[config.mk]
export PLATFORM = sky130hd
export DESIGN_NAME = au_issue_arbiter
export DESIGN_NICKNAME = d
export VERILOG_FILES = /design/src/rtl/viola_ls_pkg.sv /design/src/rtl/au_req_fifo.sv /design/src/rtl/au_issue_arbiter.sv
export SDC_FILE = /design/constraint.sdc
export NUM_CORES = 1
export LEC_CHECK = 0
export BUFFER_PORTS_ARGS = -buffer_cell sky130_fd_sc_hd__buf_2
export CORE_MARGIN = 2
export CORE_UTILIZATION = 30
export CTS_CLUSTER_DIAMETER = 80
export CTS_CLUSTER_SIZE = 8
export DETAILED_ROUTE_END_ITERATION = 16
export GPL_ROUTABILITY_DRIVEN = 0
export SYNTH_ARGS = -nofsm -noshare
export SYNTH_HDL_FRONTEND = slang
export SYNTH_SLANG_ARGS = --single-unit
[constraint.sdc]
create_clock -name clk -period 16.2 [get_ports clk]
set_input_delay 1.62 -clock clk [delete_from_list [all_inputs] [get_ports clk]]
set_output_delay 1.62 -clock clk [all_outputs]
set_load 0.05 [all_outputs]
[src/rtl/viola_ls_pkg.sv]
// Shared types and constants for the load/store address-unit issue path.
package viola_ls_pkg;

  localparam int XLEN  = 32;
  localparam int ROB_W = 3;
  localparam int OP_W  = 5;

  localparam logic [OP_W-1:0] OP_NOP = 5'b11111;

  // One buffered address-calculation request (data is only meaningful for stores)
  typedef struct packed {
    logic [OP_W-1:0]  op;
    logic [ROB_W-1:0] rob;
    logic [XLEN-1:0]  base;
    logic [XLEN-1:0]  offset;
    logic [XLEN-1:0]  data;
  } ls_req_t;

  // Which FIFO head the arbiter picked this cycle
  typedef enum logic [1:0] {
    SEL_NONE  = 2'd0,
    SEL_LOAD  = 2'd1,
    SEL_STORE = 2'd2
  } sel_e;

  // Distance of a ROB tag from the current head; smaller means older
  function automatic logic [ROB_W-1:0] rob_age(input logic [ROB_W-1:0] tag,
                                               input logic [ROB_W-1:0] head);
    return tag - head;
  endfunction

endpackage

[src/rtl/au_req_fifo.sv]
// Small request FIFO, one per requester, with synchronous flush.
module au_req_fifo
  import viola_ls_pkg::*;
#(
  parameter int DEPTH = 2
) (
  input  logic    clk,
  input  logic    rst,
  input  logic    push_i,
  input  logic    pop_i,
  input  logic    flush_i,
  input  ls_req_t data_i,
  output ls_req_t head_o,
  output logic    full_o,
  output logic    empty_o
);

  localparam int PTR_W = (DEPTH > 1) ? $clog2(DEPTH) : 1;
  localparam int CNT_W = PTR_W + 1;

  logic [PTR_W-1:0] rdPtr_q, rdPtr_d;
  logic [PTR_W-1:0] wrPtr_q, wrPtr_d;
  logic [CNT_W-1:0] count_q, count_d;
  ls_req_t          mem_q [DEPTH];

  logic doPush;
  logic doPop;

  assign full_o  = (count_q == CNT_W'(DEPTH));
  assign empty_o = (count_q == '0);
  assign head_o  = mem_q[rdPtr_q];

  // A full FIFO refuses pushes even when it is popped in the same cycle
  assign doPush = push_i && !full_o;
  assign doPop  = pop_i && !empty_o;

  // Next pointer/count state; flush empties the FIFO and wins over push/pop
  always_comb begin
    rdPtr_d = rdPtr_q;
    wrPtr_d = wrPtr_q;
    count_d = count_q;
    if (flush_i) begin
      rdPtr_d = '0;
      wrPtr_d = '0;
      count_d = '0;
    end else begin
      if (doPush) begin
        wrPtr_d = wrPtr_q + PTR_W'(1);
      end
      if (doPop) begin
        rdPtr_d = rdPtr_q + PTR_W'(1);
      end
      case ({doPush, doPop})
        2'b10:   count_d = count_q + CNT_W'(1);
        2'b01:   count_d = count_q - CNT_W'(1);
        default: count_d = count_q;
      endcase
    end
  end

  // Pointer and occupancy registers with synchronous active-low reset
  always_ff @(posedge clk) begin
    if (!rst) begin
      rdPtr_q <= '0;
      wrPtr_q <= '0;
      count_q <= '0;
    end else begin
      rdPtr_q <= rdPtr_d;
      wrPtr_q <= wrPtr_d;
      count_q <= count_d;
    end
  end

  // Storage write; entries are only read once the count says they are valid
  always_ff @(posedge clk) begin
    if (rst && doPush && !flush_i) begin
      mem_q[wrPtr_q] <= data_i;
    end
  end

endmodule

[src/rtl/au_issue_arbiter.sv]
// Oldest-first arbiter issuing buffered load/store requests onto the shared address unit.
module au_issue_arbiter
  import viola_ls_pkg::*;
#(
  parameter int DEPTH = 2
) (
  input  logic             clk,
  input  logic             rst,
  input  logic             pause_i,
  input  logic             flush_i,
  input  logic [ROB_W-1:0] rob_head_i,
  input  logic             ld_valid_i,
  output logic             ld_ready_o,
  input  logic [OP_W-1:0]  ld_op_i,
  input  logic [ROB_W-1:0] ld_rob_i,
  input  logic [XLEN-1:0]  ld_base_i,
  input  logic [XLEN-1:0]  ld_offset_i,
  input  logic             st_valid_i,
  output logic             st_ready_o,
  input  logic [OP_W-1:0]  st_op_i,
  input  logic [ROB_W-1:0] st_rob_i,
  input  logic [XLEN-1:0]  st_base_i,
  input  logic [XLEN-1:0]  st_offset_i,
  input  logic [XLEN-1:0]  st_data_i,
  output logic [XLEN-1:0]  au_value1_o,
  output logic [XLEN-1:0]  au_value2_o,
  output logic [OP_W-1:0]  au_op_o,
  output logic [ROB_W-1:0] au_rob_o,
  output logic [XLEN-1:0]  au_ls_value_o,
  output logic             busy_o
);

  ls_req_t ldIn, stIn;
  ls_req_t ldHead, stHead;
  logic    ldFull, ldEmpty, stFull, stEmpty;
  logic    ldPop, stPop;
  logic    issueEn;
  sel_e    sel;

  logic [ROB_W-1:0] ldAge, stAge;

  logic [XLEN-1:0]  auValue1_q, auValue1_d;
  logic [XLEN-1:0]  auValue2_q, auValue2_d;
  logic [OP_W-1:0]  auOp_q, auOp_d;
  logic [ROB_W-1:0] auRob_q, auRob_d;
  logic [XLEN-1:0]  auLsValue_q, auLsValue_d;

  assign ldIn = '{op: ld_op_i, rob: ld_rob_i, base: ld_base_i, offset: ld_offset_i, data: '0};
  assign stIn = '{op: st_op_i, rob: st_rob_i, base: st_base_i, offset: st_offset_i,
                  data: st_data_i};

  au_req_fifo #(.DEPTH(DEPTH)) uLdFifo (
    .clk     (clk),
    .rst     (rst),
    .push_i  (ld_valid_i),
    .pop_i   (ldPop),
    .flush_i (flush_i),
    .data_i  (ldIn),
    .head_o  (ldHead),
    .full_o  (ldFull),
    .empty_o (ldEmpty)
  );

  au_req_fifo #(.DEPTH(DEPTH)) uStFifo (
    .clk     (clk),
    .rst     (rst),
    .push_i  (st_valid_i),
    .pop_i   (stPop),
    .flush_i (flush_i),
    .data_i  (stIn),
    .head_o  (stHead),
    .full_o  (stFull),
    .empty_o (stEmpty)
  );

  assign ld_ready_o = !ldFull;
  assign st_ready_o = !stFull;

  assign ldAge = rob_age(ldHead.rob, rob_head_i);
  assign stAge = rob_age(stHead.rob, rob_head_i);

  // Pick the older FIFO head; a tie goes to the store
  always_comb begin
    sel = SEL_NONE;
    if (!ldEmpty && !stEmpty) begin
      sel = (ldAge < stAge) ? SEL_LOAD : SEL_STORE;
    end else if (!ldEmpty) begin
      sel = SEL_LOAD;
    end else if (!stEmpty) begin
      sel = SEL_STORE;
    end
  end

  assign issueEn = !pause_i && !flush_i;
  assign ldPop   = issueEn && (sel == SEL_LOAD);
  assign stPop   = issueEn && (sel == SEL_STORE);

  // Issue stage next state: load the selected head, or drop to NOP keeping operands
  always_comb begin
    auValue1_d  = auValue1_q;
    auValue2_d  = auValue2_q;
    auOp_d      = auOp_q;
    auRob_d     = auRob_q;
    auLsValue_d = auLsValue_q;
    if (flush_i) begin
      auOp_d  = OP_NOP;
      auRob_d = '0;
    end else if (!pause_i) begin
      case (sel)
        SEL_LOAD: begin
          auValue1_d  = ldHead.base;
          auValue2_d  = ldHead.offset;
          auOp_d      = ldHead.op;
          auRob_d     = ldHead.rob;
          auLsValue_d = '0;
        end
        SEL_STORE: begin
          auValue1_d  = stHead.base;
          auValue2_d  = stHead.offset;
          auOp_d      = stHead.op;
          auRob_d     = stHead.rob;
          auLsValue_d = stHead.data;
        end
        default: begin
          auOp_d  = OP_NOP;
          auRob_d = '0;
        end
      endcase
    end
  end

  // Registered AU interface with synchronous active-low reset
  always_ff @(posedge clk) begin
    if (!rst) begin
      auValue1_q  <= '0;
      auValue2_q  <= '0;
      auOp_q      <= OP_NOP;
      auRob_q     <= '0;
      auLsValue_q <= '0;
    end else begin
      auValue1_q  <= auValue1_d;
      auValue2_q  <= auValue2_d;
      auOp_q      <= auOp_d;
      auRob_q     <= auRob_d;
      auLsValue_q <= auLsValue_d;
    end
  end

  assign au_value1_o   = auValue1_q;
  assign au_value2_o   = auValue2_q;
  assign au_op_o       = auOp_q;
  assign au_rob_o      = auRob_q;
  assign au_ls_value_o = auLsValue_q;

  assign busy_o = !ldEmpty || !stEmpty || (auOp_q != OP_NOP);

endmodule

# Yosys cells after proc, flatten, opt, wreduce, memory -nomap -nowiden
# Memories as Yosys holds them, arrays and structs flattened. A register that Yosys moved wholly into a read port is not among the register bits.
# Cells that the tools add are included.
# op_classes
n_addsub	10
magnitude_cmp	1
eq_ne	9
mux	19
bitwise	3
n_reduce_logical	27
# ops
operator	n
one-hot mux 32 bit (2 select lines)	3
logical AND 1 bit	12
== test 2 bit, second input constant	5
one-hot mux 5 bit (2 select lines)	1
two-way mux 1 bit	8
two-way mux 2 bit	4
one-hot mux 2 bit (2 select lines)	2
== test 2 x 1 -> 1 bit, second input constant	3
zero test 1 bit	6
one-hot mux 3 bit (2 select lines)	1
nonzero test 2 bit	3
subtractor 3 bit	2
inequality test 5 bit, second input constant	1
adder 1 bit, second input constant	4
adder 2 x 1 -> 2 bit, second input constant	2
zero test 2 bit	2
subtractor 2 x 1 -> 2 bit, second input constant	2
less-than comparator 3 bit	1
NOT 1 bit	3
AND reduction 3 bit	1
logical OR 1 bit	2
OR reduction 2 bit	1
# totals
ff_bits	112
mem_bits_rw	352
inputBits	185
word_cells	82
mem_count	2
# memory_table
name	words	width	read_ports	rd_ports_with_merged_regs	write_ports	line_no	source
uStFifo.mem_q	2	104	1	1	1	au_req_fifo.sv:24	ls_req_t mem_q [DEPTH];
uLdFifo.mem_q	2	72	1	1	1	au_req_fifo.sv:24	

# Longest topological paths before layout
# logic_depth
ltp_word	9
depth_mapped	19
depth_no_buf	14

# By module
# A second synthesis with hierarchy kept.
# hier_totals
cells_unflattened	1259
area_unflattened_um2	20253.2
# modules_own_cells
module	instances	cells_each	area_each_um2	seq_area_each_um2
au_req_fifo	2	351	7748.7	6346.1
au_issue_arbiter	1	557	4755.8	2082.0

# Worst setup path before layout
# OpenSTA, ideal clock, no wires.
# synth_path
path_kind	input port to flip-flop
start	input port flush_i
end	memory uStFifo.mem_q[1][0] (netlist name), enable pin
setup_ps	694
arrival_time_ps	9151
t_required_ps	15506
path_slack_ps	6355
cell_stages	4
path_buffers	2
cell_sequence	nand2b_1 clkbuf_1 clkbuf_1 nor3_1
# synth_between
elab_chain_cells	4
# synth_rtl
element	line_no	source
start: declaration	au_issue_arbiter.sv:10	input logic flush_i,
zero test 1 bit	au_req_fifo.sv:76	if (rst && doPush && !flush_i) begin
logical AND 1 bit	au_req_fifo.sv:76	
two-way mux 1 bit	au_req_fifo.sv:76	
two-way mux 1 bit (implied by the code)	au_req_fifo.sv:77	mem_q[wrPtr_q] <= data_i;
end: declaration	au_req_fifo.sv:24	
# Every way passes these cells.

==> flow_summary.ini <==
[place]
placement.setup.worst_slack_ns = 10.86
post-dp-hpwl_um = 26200
port_buffers = 291

[detailed_routing]
detail_route.wl_per_cell_um = 20.3
drt_iter0_drc = 518
post_drt_via_cell_ratio = 4.73
vias = 10200
drcViolationCount = 0
route.final.wire_length_um = 43700
detail_route.first_pass.iterations = 5
antenna_left = 0

[synthesis]
synthAdderAreaFrac_pct = 0.666
syn_avg_cell_area_um2 = 16.8
netlist_area_um2 = 17300
netlist_cell_types = 42
parity_gate_share_of_the_synthesized_area_counting_xor_and_xnor_cells_pct = 0.507
synth-compound-area-share_pct = 8.72
synth.ff_latch_count = 466
synth.yosys.warnings = 0
synth_simple_gate_area_share_pct = 2.49
synth_top_family_by_area = multiplexers
ys_async_sr_fraction_pct = 0
postSynthNetCount = 1224
synth_flop_cell = sky130_fd_sc_hd__edfxtp_1
synth.mux.area_fraction_pct = 11.2
synth.yosys.seq_area_share_pct = 74.4
synth_enable_flop_cells = 352
number_of_instances_in_the_synthesized_netlist = 1031

[finish]
mostFrequentLayoutCells = sky130_fd_sc_hd__edfxtp_1, sky130_fd_sc_hd__buf_2, sky130_fd_sc_hd__mux2_2, sky130_fd_sc_hd__dfxtp_1, sky130_fd_sc_hd__clkbuf_16
finalNetCount = 1535
post_route_cells_drive_above_1_share_pct = 37.9
flow.area_growth_from_synthesis_pct = 25.1
layout.cells.most_common = sky130_fd_sc_hd__edfxtp_1

[cts]
post_cts_hold_buffer_count = 0
cts-htree-levels = 3
cts_tree = yes
cts-resized-gates = 0
number_of_setup_buffers_added_after_cts = 0
cts.clk_slew.worst_paths_ns = 0.05
cts.root.buffer_cell = sky130_fd_sc_hd__clkbuf_16
cts_max_path_bufs = 3
cts.sink_count = 466
clock_insertion_delay_worst_skew_ns = 0.59
cts_buffers = 69

[pwr]
post-layout-total-power_mw = 2.86
netSwitchingFraction_pct = 22.3
power.internal_mw = 2.22
p_clk_share_pct = 47.5
cellLeakagePower_nw = 7.64
net_switching_power_uw = 637
p_seq_share_pct = 46.5
worst_ir_drop_vdd_uv = 103
power.density_nw_per_um2 = 132
power.combinational.fraction_pct = 6.0

[grt]
grt_pass1_vias = 10600
grt_first_pass_wirelength_um = 65100
globalRoute.totalOverflow = 0
antenna_found_initial = 5
maximum_number_of_pins_on_one_net_before_global_route_repair = 73
grt_use_total_pct = 14.5

[floorplan]
die-height_um = 244
die_area_um2 = 59600
floorplan.core_area_um2 = 56700
die-width_um = 244
floorplan.initialDensity_pct = 30.5
io_pins = 292
placementRows = 87

[worst_setup_path]
slowest_delay_ns = 0.98
critPathRequiredTime_ns = 16.72
cell_breakdown_of_the_critical_path = buf_4, mux2i_1, ha_1, inv_1, fa_1, xnor2_1, xnor2_1, ha_1, a2111o_2, buf_4, and3_4, a221o_1
critical_path_class = flip-flop to flip-flop
cp-end-kind = flip-flop
crit_arrival_ns = 5.81
critical_path.max_fanout = 72
critPathLaunchType = flip-flop
critical_path.slowest_cell = sky130_fd_sc_hd__and3_4

[timing]
post-route-worst-setup-slack_ns = 10.91
fin_skew_ns = 0.0193
setup_viol = 0
worst_slew_margin_rel_pct = 26.3
setup_repair_after_global_routing_missed_its_margin = false
setup_total_negative_slack_ns = 0
timing.final.crit_period_ns = 5.29
final.period_utilization_pct = 32.6
tightestPinTransition_ns = 1.11
achievable-frequency_mhz = 189
hold_viol_final = 0
drv_slew = 0

[flow_run]
cap_violations = 0

[worst_hold_path]
hold_class = flip-flop to flip-flop

[run_status]
status = finished, final reports clean
-- power by group through the flow --
stage / combinational [mW] / clock [mW] / sequential [mW]
global route: 0.184 / 1.45 / 1.33
floorplan: 0.0732 / 0 / 1.38
global placement: 0.169 / 0 / 1.35
CTS: 0.173 / 1.40 / 1.33
detailed placement: 0.173 / 0 / 1.35
finish: 0.171 / 1.36 / 1.33
-- cell families after synthesis --
family,Yosys count
adder cells (fa/ha/maj),8
AO/OA/AOI/OAI,195
multiplexers,178
XOR/XNOR,10
buffers and inverters,73
flip-flops,466
AND/OR/NAND/NOR,101
-- path summary, 6_finish.rpt --
check                    startpoint                end  slack [ns]  cells after the start
hold reg to reg   au_ls_value_o[30]  au_ls_value_o[30]        0.46                      1
setup reg to reg          flip-flop     au_value1_o[4]       10.91                     12
hold / removal    au_ls_value_o[30]  au_ls_value_o[30]        0.46                      1
setup / recovery          flip-flop     au_value1_o[4]       10.91                     12
-- final cells by class --
class,count,area [µm²]
Sequential cell,466,12900
Tap cell,756,946
Clock buffer,118,1990
Clock inverter,5,82.6
Antenna cell,2,5.00
Multi-Input combinational cell,492,4140
Fill cell,5276,35100
Timing Repair Buffer,307,1580
Inverter,6,22.5
-- sequential cells by signal, summed over array words and instances, names as in the netlist, named ones only --
signal and cells:
au_ls_value_o 32, au_op_o 5, au_rob_o 3, au_value1_o 32, au_value2_o 32, uLdFifo.count_q 2, uLdFifo.mem_q 144, uLdFifo.rdPtr_q 1
uLdFifo.wrPtr_q 1, uStFifo.count_q 2, uStFifo.mem_q 208, uStFifo.rdPtr_q 1, uStFifo.wrPtr_q 1
-- synthesized netlist by cell type, types with 3 or more instances --
| library cell | number | area (µm²) |
|---|---|---|
| sky130_fd_sc_hd__ha_1 | 6 | 75.1 |
| sky130_fd_sc_hd__nor2_1 | 8 | 30.0 |
| sky130_fd_sc_hd__a31oi_1 | 5 | 31.3 |
| sky130_fd_sc_hd__nand2b_1 | 5 | 31.3 |
| sky130_fd_sc_hd__edfxtp_1 | 352 | 10600 |
| sky130_fd_sc_hd__nor3_1 | 4 | 20.0 |
| sky130_fd_sc_hd__mux2i_1 | 48 | 480 |
| sky130_fd_sc_hd__mux2_2 | 130 | 1460 |
| sky130_fd_sc_hd__xnor2_1 | 7 | 61.3 |
| sky130_fd_sc_hd__buf_1 | 9 | 33.8 |
| sky130_fd_sc_hd__nand2_1 | 69 | 259 |
| sky130_fd_sc_hd__o21ai_0 | 8 | 40.0 |
| sky130_fd_sc_hd__a21oi_1 | 69 | 345 |
| sky130_fd_sc_hd__xor2_1 | 3 | 26.3 |
| sky130_fd_sc_hd__inv_1 | 6 | 22.5 |
| sky130_fd_sc_hd__dfxtp_1 | 114 | 2280 |
| sky130_fd_sc_hd__a221o_1 | 69 | 691 |
| sky130_fd_sc_hd__buf_6 | 7 | 78.8 |
| sky130_fd_sc_hd__o2bb2ai_1 | 32 | 280 |
| sky130_fd_sc_hd__buf_2 | 14 | 70.1 |
| sky130_fd_sc_hd__nand3_1 | 5 | 25.0 |
| sky130_fd_sc_hd__clkbuf_1 | 36 | 135 |
-- routing by layer --
| layer | track usage (%) | vias up | routed length (µm) |
|---|---|---|---|
| met5 | 0 | - | 15 |
| met4 | 5.31 | 2 | 1170 |
| met3 | 3.40 | 81 | 2170 |
| met2 | 24.1 | 303 | 21100 |
| met1 | 18.5 | 5088 | 19200 |
| li1 | - | 4706 | - |
-- worst max-delay path: cells and delay by family, from the launching register on --
kind	cells	cell delay, ns
buffers and inverters	3	1.44
AND/OR/NAND/NOR	1	0.98
adder cells (fa/ha/maj)	3	0.91
flip-flops	1	0.64
AO/OA/AOI/OAI	2	0.44
XOR/XNOR	2	0.37
multiplexers	1	0.35
-- metrics by stage --
stage	cell area [µm²]	hold slack [ns]	cells	utilization, %
2_1_floorplan	17300	0.452	1031	-
3_3_place_gp	19500	0.438	2027	34.5
3_5_place_dp	19500	0.443	2027	34.5
4_1_cts	21600	0.460	2150	38.1
5_1_grt	21600	0.469	2150	38.1
6_report	21600	0.456	2152	38.1
Note: power is estimated with default switching activity, not from simulation.
